File: src/rtl/comprobador_tabla.sv
// Response analyser: sweeps every input vector into the circuit under test and
// compares the captured outputs against a programmable expected truth table.
module comprobador_tabla #(
  parameter int N_IN   = 3,
  parameter int N_OUT  = 6,
  parameter int SETTLE = 2
) (
  input  logic              i_clk,
  input  logic              i_rst_n,
  input  logic              i_start,
  input  logic              i_exp_we,
  input  logic [N_IN-1:0]   i_exp_addr,
  input  logic [N_OUT-1:0]  i_exp_data,
  output logic [N_IN-1:0]   o_estim,
  input  logic [N_OUT-1:0]  i_resp,
  output logic              o_busy,
  output logic              o_done,
  output logic              o_pass,
  output logic [N_IN:0]     o_err_count,
  output logic              o_first_err_valid,
  output logic [N_IN-1:0]   o_first_err_addr
);

  localparam int              DEPTH       = 1 << N_IN;
  localparam logic [N_IN-1:0] LAST_VEC    = '1;
  localparam logic [3:0]      SETTLE_LAST = 4'(SETTLE - 1);

  typedef enum logic [1:0] {IDLE, DRIVE, SAMPLE, DONE} state_t;

  state_t           r_state;
  logic [N_OUT-1:0] r_table [DEPTH];
  logic [N_IN-1:0]  r_k;
  logic [3:0]       r_settle;

  logic             w_mismatch;
  logic [N_IN:0]    w_err_next;

  assign o_estim    = r_k;
  assign w_mismatch = (i_resp != r_table[r_k]);
  assign w_err_next = o_err_count + (N_IN+1)'(w_mismatch);

  // Writes are only accepted while no run is using the table.
  always_ff @(posedge i_clk or negedge i_rst_n) begin
    if (!i_rst_n) begin
      for (int i = 0; i < DEPTH; i++) begin
        r_table[i] <= '0;
      end
    end else if (i_exp_we && !o_busy) begin
      r_table[i_exp_addr] <= i_exp_data;
    end
  end

  always_ff @(posedge i_clk or negedge i_rst_n) begin
    if (!i_rst_n) begin
      r_state           <= IDLE;
      r_k               <= '0;
      r_settle          <= '0;
      o_busy            <= 1'b0;
      o_done            <= 1'b0;
      o_pass            <= 1'b0;
      o_err_count       <= '0;
      o_first_err_valid <= 1'b0;
      o_first_err_addr  <= '0;
    end else begin
      o_done <= 1'b0;
      case (r_state)
        IDLE: begin
          if (i_start) begin
            r_state           <= DRIVE;
            r_k               <= '0;
            r_settle          <= '0;
            o_busy            <= 1'b1;
            o_pass            <= 1'b0;
            o_err_count       <= '0;
            o_first_err_valid <= 1'b0;
            o_first_err_addr  <= '0;
          end
        end
        DRIVE: begin
          if (r_settle == SETTLE_LAST) begin
            r_settle <= '0;
            r_state  <= SAMPLE;
          end else begin
            r_settle <= r_settle + 4'd1;
          end
        end
        SAMPLE: begin
          o_err_count <= w_err_next;
          if (w_mismatch && !o_first_err_valid) begin
            o_first_err_valid <= 1'b1;
            o_first_err_addr  <= r_k;
          end
          // The verdict uses the count including this final comparison.
          if (r_k == LAST_VEC) begin
            r_state <= DONE;
            r_k     <= '0;
            o_busy  <= 1'b0;
            o_done  <= 1'b1;
            o_pass  <= (w_err_next == '0);
          end else begin
            r_k     <= r_k + 1'b1;
            r_state <= DRIVE;
          end
        end
        DONE: begin
          r_state <= IDLE;
        end
        default: begin
          r_state <= IDLE;
        end
      endcase
    end
  end

endmodule
File: config.mk
export PLATFORM = sky130hd
export DESIGN_NAME = comprobador_tabla
export DESIGN_NICKNAME = d
export VERILOG_FILES = /design/src/rtl/comprobador_tabla.sv
export SDC_FILE = /design/constraint.sdc
export NUM_CORES = 1
export LEC_CHECK = 0
export BUFFER_PORTS_ARGS = -buffer_cell sky130_fd_sc_hd__buf_2
export CORE_MARGIN = 5
export CORE_UTILIZATION = 58
export CTS_BUF_LIST = sky130_fd_sc_hd__clkbuf_16
export CTS_CLUSTER_DIAMETER = 120
export DETAILED_ROUTE_END_ITERATION = 16
export GPL_TIMING_DRIVEN = 1
export PLACE_DENSITY_LB_ADDON = 0.2
export SETUP_SLACK_MARGIN = 0.05
export SLEW_MARGIN = 15
export SYNTH_ARGS = -nofsm -noshare
export SYNTH_HDL_FRONTEND = slang
export SYNTH_SLANG_ARGS = --single-unit
File: constraint.sdc
create_clock -name i_clk -period 3.4 [get_ports i_clk]
set_input_delay 0.85 -clock i_clk [delete_from_list [all_inputs] [get_ports i_clk]]
set_output_delay 0.85 -clock i_clk [all_outputs]
set_load 0.1 [all_outputs]
==> results of run 1 <==
==> report_power, final <==
group          switching [uW]  internal (uW)
Sequential                118            899
Combinational             486            229
Clock                     309            630
Total                     914           1760
==> flip-flops by register name (all words and copies together) (netlist names) <==
name,cells
r_state,2
o_estim,3
o_busy,1
o_first_err_addr,3
o_pass,1
r_table,48
o_first_err_valid,1
r_settle,4
o_done,1
o_err_count,4
==> stage by stage <==
stage                     utilization [%]  setup slack (ps)  total power [uW]
final                                69.9               193              2670
after detailed placement             63.7               144              1720
after global routing                 69.9              46.5              2790
after floorplan                         -              55.3              1580
after global placement               63.7               254              1710
after CTS                            69.3               132              2670
==> cell families after synthesis <==
kind of cell | count (synthesis) | share of synthesized area [%]
AO/OA/AOI/OAI | 32 | 6.17
XOR/XNOR | 8 | 2.17
adder cells (fa/ha/maj) | 4 | 1.55
buffers and inverters | 16 | 2.52
flip-flops | 68 | 52.8
multiplexers | 75 | 28.5
AND/OR/NAND/NOR | 41 | 6.36
==> worst paths after layout <==
kind | from | to | slack [ps] | cells past startpoint
hold reg to reg | r_table[43]$_DFFE_PN0P_ | r_table[43]$_DFFE_PN0P_ | 500 | 1
max in group asynchronous | i_rst_n | o_estim[0]$_DFFE_PN0P_ | 2190 | 2
setup reg to reg | o_estim[0]$_DFFE_PN0P_ | o_pass$_DFFE_PN0P_ | 190 | 11
setup / recovery | o_estim[0]$_DFFE_PN0P_ | o_pass$_DFFE_PN0P_ | 190 | 11
min in group asynchronous | i_rst_n | r_settle[2]$_DFFE_PN0P_ | 560 | 1
hold / removal | r_table[43]$_DFFE_PN0P_ | r_table[43]$_DFFE_PN0P_ | 500 | 1
==> layout by cell type, fill, tap and decap left out, types with 4 or more instances in the layout <==
cell type	Yosys	layout
inv_1	6	6
nor2_1	5	5
xor2_1	7	7
a21oi_1	7	7
buf_4	0	7
mux2_2	48	48
dfrtp_1	68	66
nor3_1	6	6
ha_1	4	4
nand2_1	16	16
o21ai_0	14	13
buf_2	2	32
clkbuf_16	0	9
mux4_2	6	6
mux2i_1	19	19
a22o_1	4	4
==> area by class of cell <==
type,count,area share (%)
clock buffers,9,5.93
clock inverters,6,2.11
inverters,6,0.593
multi-input cells,160,38.0
flip-flops and latches,68,44.9
well taps,72,2.37
repair buffers,40,6.12
==> layer usage <==
layer  vias up  global-route usage (%)  part of all wire (%)
met3         9                    6.67                   4.2
met4         0                    5.32                   1.0
li1        981                       -                     -
met2        43                    34.0                    52
met1      1068                    24.5                    43
met5         -                       0                     0
==> worst reg2reg max path, stage by stage (launching register included) <==
cell and delay [ps]:
dfrtp_4 490, buf_4 150, buf_4 180, mux2i_1 130
mux4_2 480, xor2_1 150, nand2_1 110, or2_4 280
ha_1 200, ha_1 290, or4_1 520, o21ai_1 150
==> repair_timing <==
item / 4_1_cts / 5_1_grt
setup buffers: 0 / 4
setup endpoints to repair: 0 / 1
resized for setup: 0 / 1
==> key figures, run 1 <==
Run status
  – Status: finished, final reports clean

Timing
  – Post-layout min period: 3210 ps
  – Hold slack: 497 ps
  – Unrepaired setup endpoints after global routing: no
  – Fin. Hold Viols: 0
  – Worst slew pin tran: 737 ps
  – Fin. max-slew vios: 0
  – Tcrit/Tclk final: 94.3%
  – Fin Clk Skew: 5.07 ps
  – Headroom to the max-slew limit: 50.7%
  – Fmax: 312 MHz
  – Final setup viols: 0
  – Final setup TNS: 0 ps

Routing
  – Drt drc: 0
  – Routed WL: 6630 um
  – Post-route ant nets: 0
  – Vias: 2101
  – Routed WL per cell: 18.4 um
  – DRT iter0 DRCs: 70
  – Vias per inst: 5.82
  – Drt first pass iters: 4

Clock tree
  – Clock sink count: 68
  – Clock Path Buffers: 2
  – Hold_buf cts: 0
  – CTS root buffer: clkbuf_16
  – Clock latency on the worst-skew pair: 320 ps
  – CTS tree: built
  – H-tree depth: 3
  – Clk slew on worst S/H paths: 50 ps
  – Number of buffers created by CTS: 9

Setup path
  – Crit path cell chain: buf_4, buf_4, mux2i_1, mux4_2, xor2_1, nand2_1, or2_4, ha_1, ha_1, or4_1, o21ai_1
  – WS Path Type: flip-flop to flip-flop
  – Kind of cell adding the most delay to the critical path: simple AND/OR/NAND/NOR gates
  – Crit path max fanout: 11
  – Crit path capture type: flip-flop
  – CP bufs+invs: 2
  – Max incr delay on CP: 520 ps
  – Worst EP arrival: 3450 ps
  – Worst endpoint required time: 3650 ps
  – Worst path slowest cell: or4_1
  – Crit path launch type: flip-flop

Die
  – Core area: 5440 um^2
  – Chip width: 84.6 um
  – Initial core utilization: 59.3%
  – # rows: 27
  – Die Span Y: 84.6 um
  – IO Pins: 33
  – Die ar.: 7150 um^2

Placed design
  – DP Wirelength: 4520 um
  – Placed Area: 3460 um^2
  – Gp weighted congestion: 0.789
  – Port bufs: 32
  – Cells after DPL: 342

Run
  – Max Cap Violations: 0

Synth
  – Post-synth ARST share: 100%
  – Area contributors post-synth: dfrtp_1 53%, mux2_2 17%, mux2i_1 5.9%, mux4_2 4.2%, o21ai_0 2.2%
  – Warnings from Yosys: 0
  – Syn_nets: 267
  – Syn avg cell area: 13.2 um^2
  – Post-synth top area share: 52.8%
  – Post-Synthesis Cells: 244
  – Sequential-to-total area share from yosys stat: 52.8%
  – Post-Syn Area: 3230 um^2
  – Flops & latches, synth: 68
  – Most common cell in the netlist: dfrtp_1
  – Number of flops mapped to enable cells by yosys: 0
  – Top FF cell, synth: dfrtp_1
  – Top post-synthesis cells by count: 68 x dfrtp_1, 48 x mux2_2, 19 x mux2i_1
  – Synth unique cells: 31
  – Post-synth top area cell: dfrtp_1

Power
  – Max VDD drop: 0.544 mV
  – Static Leakage: 0.00180 uW
  – Pwr dens: 703 nW/um^2

Final layout
  – Area Overhead vs Synth: 17.8%
  – Storage cell area: 1710 um^2
  – Finished Layout Cells: 361
  – Finished Cell Area: 3800 um^2
  – Layout cells sized above 1: 38.1%
  – Multi-input gate area: 1440 um^2
  – Final nets: 308
  – Antenna diodes: 0
  – Fillers: 392

Global route
  – Initial antenna violation count: 0
  – Gr usage total: 20.0%
  – Aggregate global routing overflow: 0
  – Largest net degree at the start of global routing: 41
  – First-pass GRT wire length: 11100 um
  – Vias in the first global route: 2218

Worst hold path
  – Worst Hold Class: flip-flop to flip-flop
Power figures use the tool's default switching activity.
==> run 2, diff against run 1 <==
SETUP_SLACK_MARGIN = 0.3   (was 0.05)
==> run 2 against run 1 <==
Clock power grew 12%; first-iteration DRC count is 97% higher; global-route usage rose by 1.3 points; highest routed layer unchanged; largest cell class unchanged.
==> key figures, run 2 (synthesized netlist as in run 1, its figures left out) <==
Die
  – Die Span Y: 84.6 um
  – Die ar.: 7150 um^2
  – # rows: 27
  – Chip width: 84.6 um
  – IO Pins: 33
  – Core area: 5440 um^2
  – Initial core utilization: 59.3%

Final layout
  – Most frequent cells in the layout: 65 x dfrtp_1, 48 x mux2_2, 32 x buf_2, 19 x mux2i_1, 16 x nand2_1
  – Biggest regs: r_table (48), o_err_count (4), r_settle (4)
  – Number of flip-flops in the largest register: 48
  – Layout cells sized above 1: 41.5%
  – Multi-input gate area: 1470 um^2
  – Storage cell area: 1710 um^2
  – Finished Layout Cells: 371
  – Top reg by flops: r_table
  – Final nets: 317
  – Most common cell after layout, fill and taps aside: dfrtp_1
  – Antenna diodes: 0
  – Fillers: 369
  – Area Overhead vs Synth: 22.4%

Setup path
  – Crit path max fanout: 5
  – Max incr delay on CP: 520 ps
  – WS Path Type: flip-flop to flip-flop
  – Crit path launch type: flip-flop
  – Worst endpoint required time: 3650 ps
  – Worst path slowest cell: mux4_2
  – Crit path cell chain: buf_4, buf_4, mux2i_1, mux4_2, xor2_1, nand2_1, or2_4, ha_4, ha_4, or4_1, o21ai_1
  – Worst EP arrival: 3340 ps
  – Crit path capture type: flip-flop

Routing
  – Routed WL: 7070 um
  – DRT iter0 DRCs: 138
  – Drt first pass iters: 4
  – Vias: 2185
  – Post-route ant nets: 0
  – Drt drc: 0
  – Routed WL per cell: 19.0 um
  – Vias per inst: 5.89

Timing
  – Post-route setup slack: 315 ps
  – Tcrit/Tclk final: 90.7%
  – Fin Clk Skew: 5.12 ps
  – Worst slew pin tran: 841 ps
  – Post-layout min period: 3080 ps
  – Unrepaired setup endpoints after global routing: yes
  – Fin. max-slew vios: 0
  – Final setup viols: 0
  – Final setup TNS: 0 ps
  – Headroom to the max-slew limit: 43.7%
  – Fin. Hold Viols: 0
  – Fmax: 324 MHz

Clock tree
  – H-tree depth: 3
  – CTS tree: built
  – Clock sink count: 68
  – CTS root buffer: clkbuf_16
  – Clock Path Buffers: 2
  – Hold_buf cts: 0
  – Clock latency on the worst-skew pair: 320 ps
  – Clk slew on worst S/H paths: 60 ps
  – Number of buffers created by CTS: 9

Global route
  – Largest net degree at the start of global routing: 42
  – Aggregate global routing overflow: 0
  – Initial antenna violation count: 0
  – First-pass GRT wire length: 11800 um
  – Gr usage total: 21.4%
  – Vias in the first global route: 2316

Power
  – Max VDD drop: 0.595 mV
  – Final Power: 2870 uW
  – Static Leakage: 0.00186 uW
  – Pwr dens: 726 nW/um^2

Worst hold path
  – Worst Hold Class: flip-flop to flip-flop

Run status
  – Status: finished, final reports clean

Placed design
  – Cells after DPL: 342
  – Port bufs: 32
  – DP Wirelength: 4590 um
  – Setup Slack @ Placement: 238 ps
  – Gp weighted congestion: 0.793

Run
  – Max Cap Violations: 0
[run 2: changes by cell type in the layout (fill, tap and decap cells not counted), moves of 2 or more]
cell,delta
ha_1,-2
buf_6,+2
buf_4,+6
ha_4,+2
[run 2: repair_timing]
action | in CTS | in global routing
pin swaps | 0 | 6
gates resized for setup | 0 | 4
setup endpoints to repair | 1 | 1
setup buffers | 6 | 7
cloned | 0 | 0
[run 2: metal layers]
layer	wire (um)	part of all wire (%)	global-route usage (%)
met3	293	4.1	5.59
met5	0	0	0
met1	3080	44	26.7
met2	3490	49	35.2
met4	201	2.8	9.06
[run 2: worst paths after layout]
check | from | to | slack (ps) | cells past startpoint
max | o_estim[0]$_DFFE_PN0P_ | o_pass$_DFFE_PN0P_ | 320 | 11
min | r_table[13]$_DFFE_PN0P_ | r_table[13]$_DFFE_PN0P_ | 500 | 1
max reg2reg | o_estim[0]$_DFFE_PN0P_ | o_pass$_DFFE_PN0P_ | 320 | 11
min reg2reg | r_table[13]$_DFFE_PN0P_ | r_table[13]$_DFFE_PN0P_ | 500 | 1
max in group asynchronous | i_rst_n | r_table[37]$_DFFE_PN0P_ | 2200 | 2
min in group asynchronous | i_rst_n | r_state[1]$_DFFE_PN0P_ | 550 | 1
[run 2: area by class of cell]
cell class / instances / share of cell area, %
clock buffers: 9 / 5.70
clock inverters: 7 / 2.92
inverters: 6 / 0.570
multi-input cells: 160 / 37.2
flip-flops and latches: 68 / 43.3
well taps: 72 / 2.28
repair buffers: 49 / 8.11
[run 2: metrics by stage]
step | util, % | instance area [um^2] | hold WS [ps]
floorplan | - | 3260 | 470
global placement | 64.2 | 3490 | 482
detailed placement | 64.2 | 3490 | 492
CTS | 71.5 | 3890 | 505
global route | 72.6 | 3950 | 521
finish | 72.6 | 3950 | 501
[run 2: worst max-delay path: cells and delay by family (launching register included)]
family,cells,cell delay [ps]
AOI/OAI and AO/OA,1,140
and+or+nand+nor,3,870
adders and majority gates,2,380
xor gates and xnor gates,1,150
buffers and inverters,2,320
muxes,2,660
DFF,1,510
[run 2: report_power, final]
part,switching [uW],leakage (uW),internal [uW]
Clock,342,0.000163,713
Combinational,509,0.000788,282
Sequential,125,0.000911,899
Total,975,0.00186,1890
==> run 3, diff against run 2 <==
CORE_UTILIZATION = 40   (was 58)
REMOVE_ABC_BUFFERS = 1   (was not set)
==> run 3 against run 2 <==
Routed wire length is 0.31% higher; largest cell class unchanged; sequential cell count stayed put; critical endpoint unchanged; combinational power is 5.9% lower; highest routed layer unchanged; die area is 39% higher; first-iteration DRC count is 40% lower.
==> key figures, run 3 (synthesized netlist as in run 1, its figures left out) <==
Routing
  – DRT iter0 DRCs: 83
  – Routed WL per cell: 18.0 um
  – Routed WL: 7090 um
  – Drt drc: 0
  – Drt first pass iters: 4
  – Post-route ant nets: 0
  – Vias per inst: 5.31
  – Vias: 2092

Setup path
  – CP dominant cell by count: xor2_1
  – End point of the critical path: o_pass$_DFFE_PN0P_
  – Critical path origin: o_estim[0]$_DFFE_PN0P_
  – R2r endpoint: o_pass$_DFFE_PN0P_
  – Crit path max fanout: 5
  – Max incr delay on CP: 480 ps
  – Crit path launch type: flip-flop
  – Worst EP arrival: 3190 ps
  – Worst endpoint required time: 3660 ps
  – Crit path capture type: flip-flop
  – WS Path Type: flip-flop to flip-flop
  – R2r setup slk: 470 ps
  – Worst path slowest cell: mux4_2
  – Worst Reg-to-Reg Cells: 11
  – RR Startpoint: o_estim[0]$_DFFE_PN0P_
  – Crit path cell chain: buf_6, mux2i_2, mux4_2, xor2_1, nand4_1, or2_4, ha_2, ha_4, xor2_1, or4_1, o21ai_1

Global route
  – Initial antenna violation count: 0
  – First-pass GRT wire length: 11600 um
  – Gr usage total: 15.3%
  – Largest net degree at the start of global routing: 25
  – Vias in the first global route: 2177
  – Aggregate global routing overflow: 0

Timing
  – Fin. Hold Viols: 0
  – Post-layout min period: 2930 ps
  – Fin Clk Skew: 7.10 ps
  – Tcrit/Tclk final: 86.3%
  – Worst slew pin tran: 693 ps
  – Hold slack: 487 ps
  – Fmax: 341 MHz
  – Unrepaired setup endpoints after global routing: no
  – Fin. max-slew vios: 0
  – Final setup TNS: 0 ps
  – Headroom to the max-slew limit: 53.6%
  – Final setup viols: 0

Final layout
  – Area Overhead vs Synth: 19.0%
  – Biggest regs: r_table (48), o_err_count (4), r_settle (4)
  – Most common cell after layout, fill and taps aside: dfrtp_1
  – Layout cells sized above 1: 40.8%
  – Antenna diodes: 0
  – Number of flip-flops in the largest register: 48
  – Most frequent cells in the layout: 66 x dfrtp_1, 48 x mux2_2, 33 x buf_2, 18 x mux2i_1, 16 x nand2_1
  – Final nets: 311
  – Top reg by flops: r_table

Clock tree
  – Clock Path Buffers: 2
  – CTS root buffer: clkbuf_16
  – Number of buffers created by CTS: 9
  – Clk slew on worst S/H paths: 60 ps
  – Clock latency on the worst-skew pair: 330 ps
  – Clock sink count: 68
  – Hold_buf cts: 0
  – H-tree depth: 3
  – CTS tree: built

Die
  – # rows: 32
  – Die ar.: 9960 um^2
  – Core area: 7810 um^2
  – Die Span Y: 99.8 um
  – Chip width: 99.8 um
  – IO Pins: 33
  – Initial core utilization: 41.3%

Placed design
  – DP Wirelength: 4970 um
  – Port bufs: 32
  – Gp weighted congestion: 0.775

Run
  – Max Cap Violations: 0

Run status
  – Status: finished, final reports clean

Power
  – Final Power: 2650 uW
  – Pwr dens: 690 nW/um^2
  – Max VDD drop: 0.296 mV
  – Static Leakage: 0.00179 uW

Worst hold path
  – Worst Hold Class: input port to asynchronous set/reset pin
run 3: critical path, delay by kind of cell (launching register included):
| family | cells | cell delay (ps) |
|---|---|---|
| mux | 2 | 630 |
| xor+xnor | 2 | 330 |
| flops | 1 | 430 |
| simple gates | 3 | 830 |
| buf+inv | 1 | 150 |
| compound gates | 1 | 120 |
| fa+ha+maj | 2 | 370 |
run 3: layout make-up:
| class | instances | area, um^2 |
|---|---|---|
| inverter | 6 | 22.5 |
| sequential | 68 | 1700 |
| fill | 704 | 3970 |
| clock inverter | 6 | 56.3 |
| timing repair buffer | 43 | 248 |
| tap | 102 | 128 |
| clock buffer | 9 | 225 |
| multi-input combinational | 160 | 1450 |
run 3: layer usage:
metal  GRT usage, %  share of wire, %
met3           3.61               4.1
met4           7.04               2.5
met1           19.9                44
met2           24.2                49
met5              0                 0
run 3: through the flow:
stage / std cells / worst slack, ps / util (%) / instance area (um^2)
2_1_floorplan: 234 / -702 / - / 3170
3_3_place_gp: 375 / 353 / 44.9 / 3510
3_5_place_dp: 375 / 281 / 44.9 / 3510
4_1_cts: 390 / 305 / 48.5 / 3790
5_1_grt: 394 / 296 / 49.2 / 3840
6_report: 394 / 466 / 49.2 / 3840
run 3: worst min path at each step:
| stage | endpoint | cells past startpoint | from | slack (ps) |
|---|---|---|---|---|
| floorplan | r_table[37]$_DFFE_PN0P_ | 1 | r_table[37]$_DFFE_PN0P_ | 470 |
| global placement | r_table[37]$_DFFE_PN0P_ | 1 | r_table[37]$_DFFE_PN0P_ | 490 |
| detailed placement | r_table[21]$_DFFE_PN0P_ | 1 | r_table[21]$_DFFE_PN0P_ | 490 |
| CTS | r_table[44]$_DFFE_PN0P_ | 1 | i_rst_n | 490 |
| global route | r_table[44]$_DFFE_PN0P_ | 1 | i_rst_n | 510 |
| finish | r_table[44]$_DFFE_PN0P_ | 1 | i_rst_n | 490 |
run 3: repair_timing:
item	in CTS	in global routing
pin swaps	1	6
setup buffers	0	3
gates cloned	0	1
gates resized for setup	1	9
endpoints found under the setup margin	1	1
run 3: power by group:
group,total (uW),switching (uW),internal (uW)
logic,743,500,243
registers,1020,120,897
clock network,888,332,556
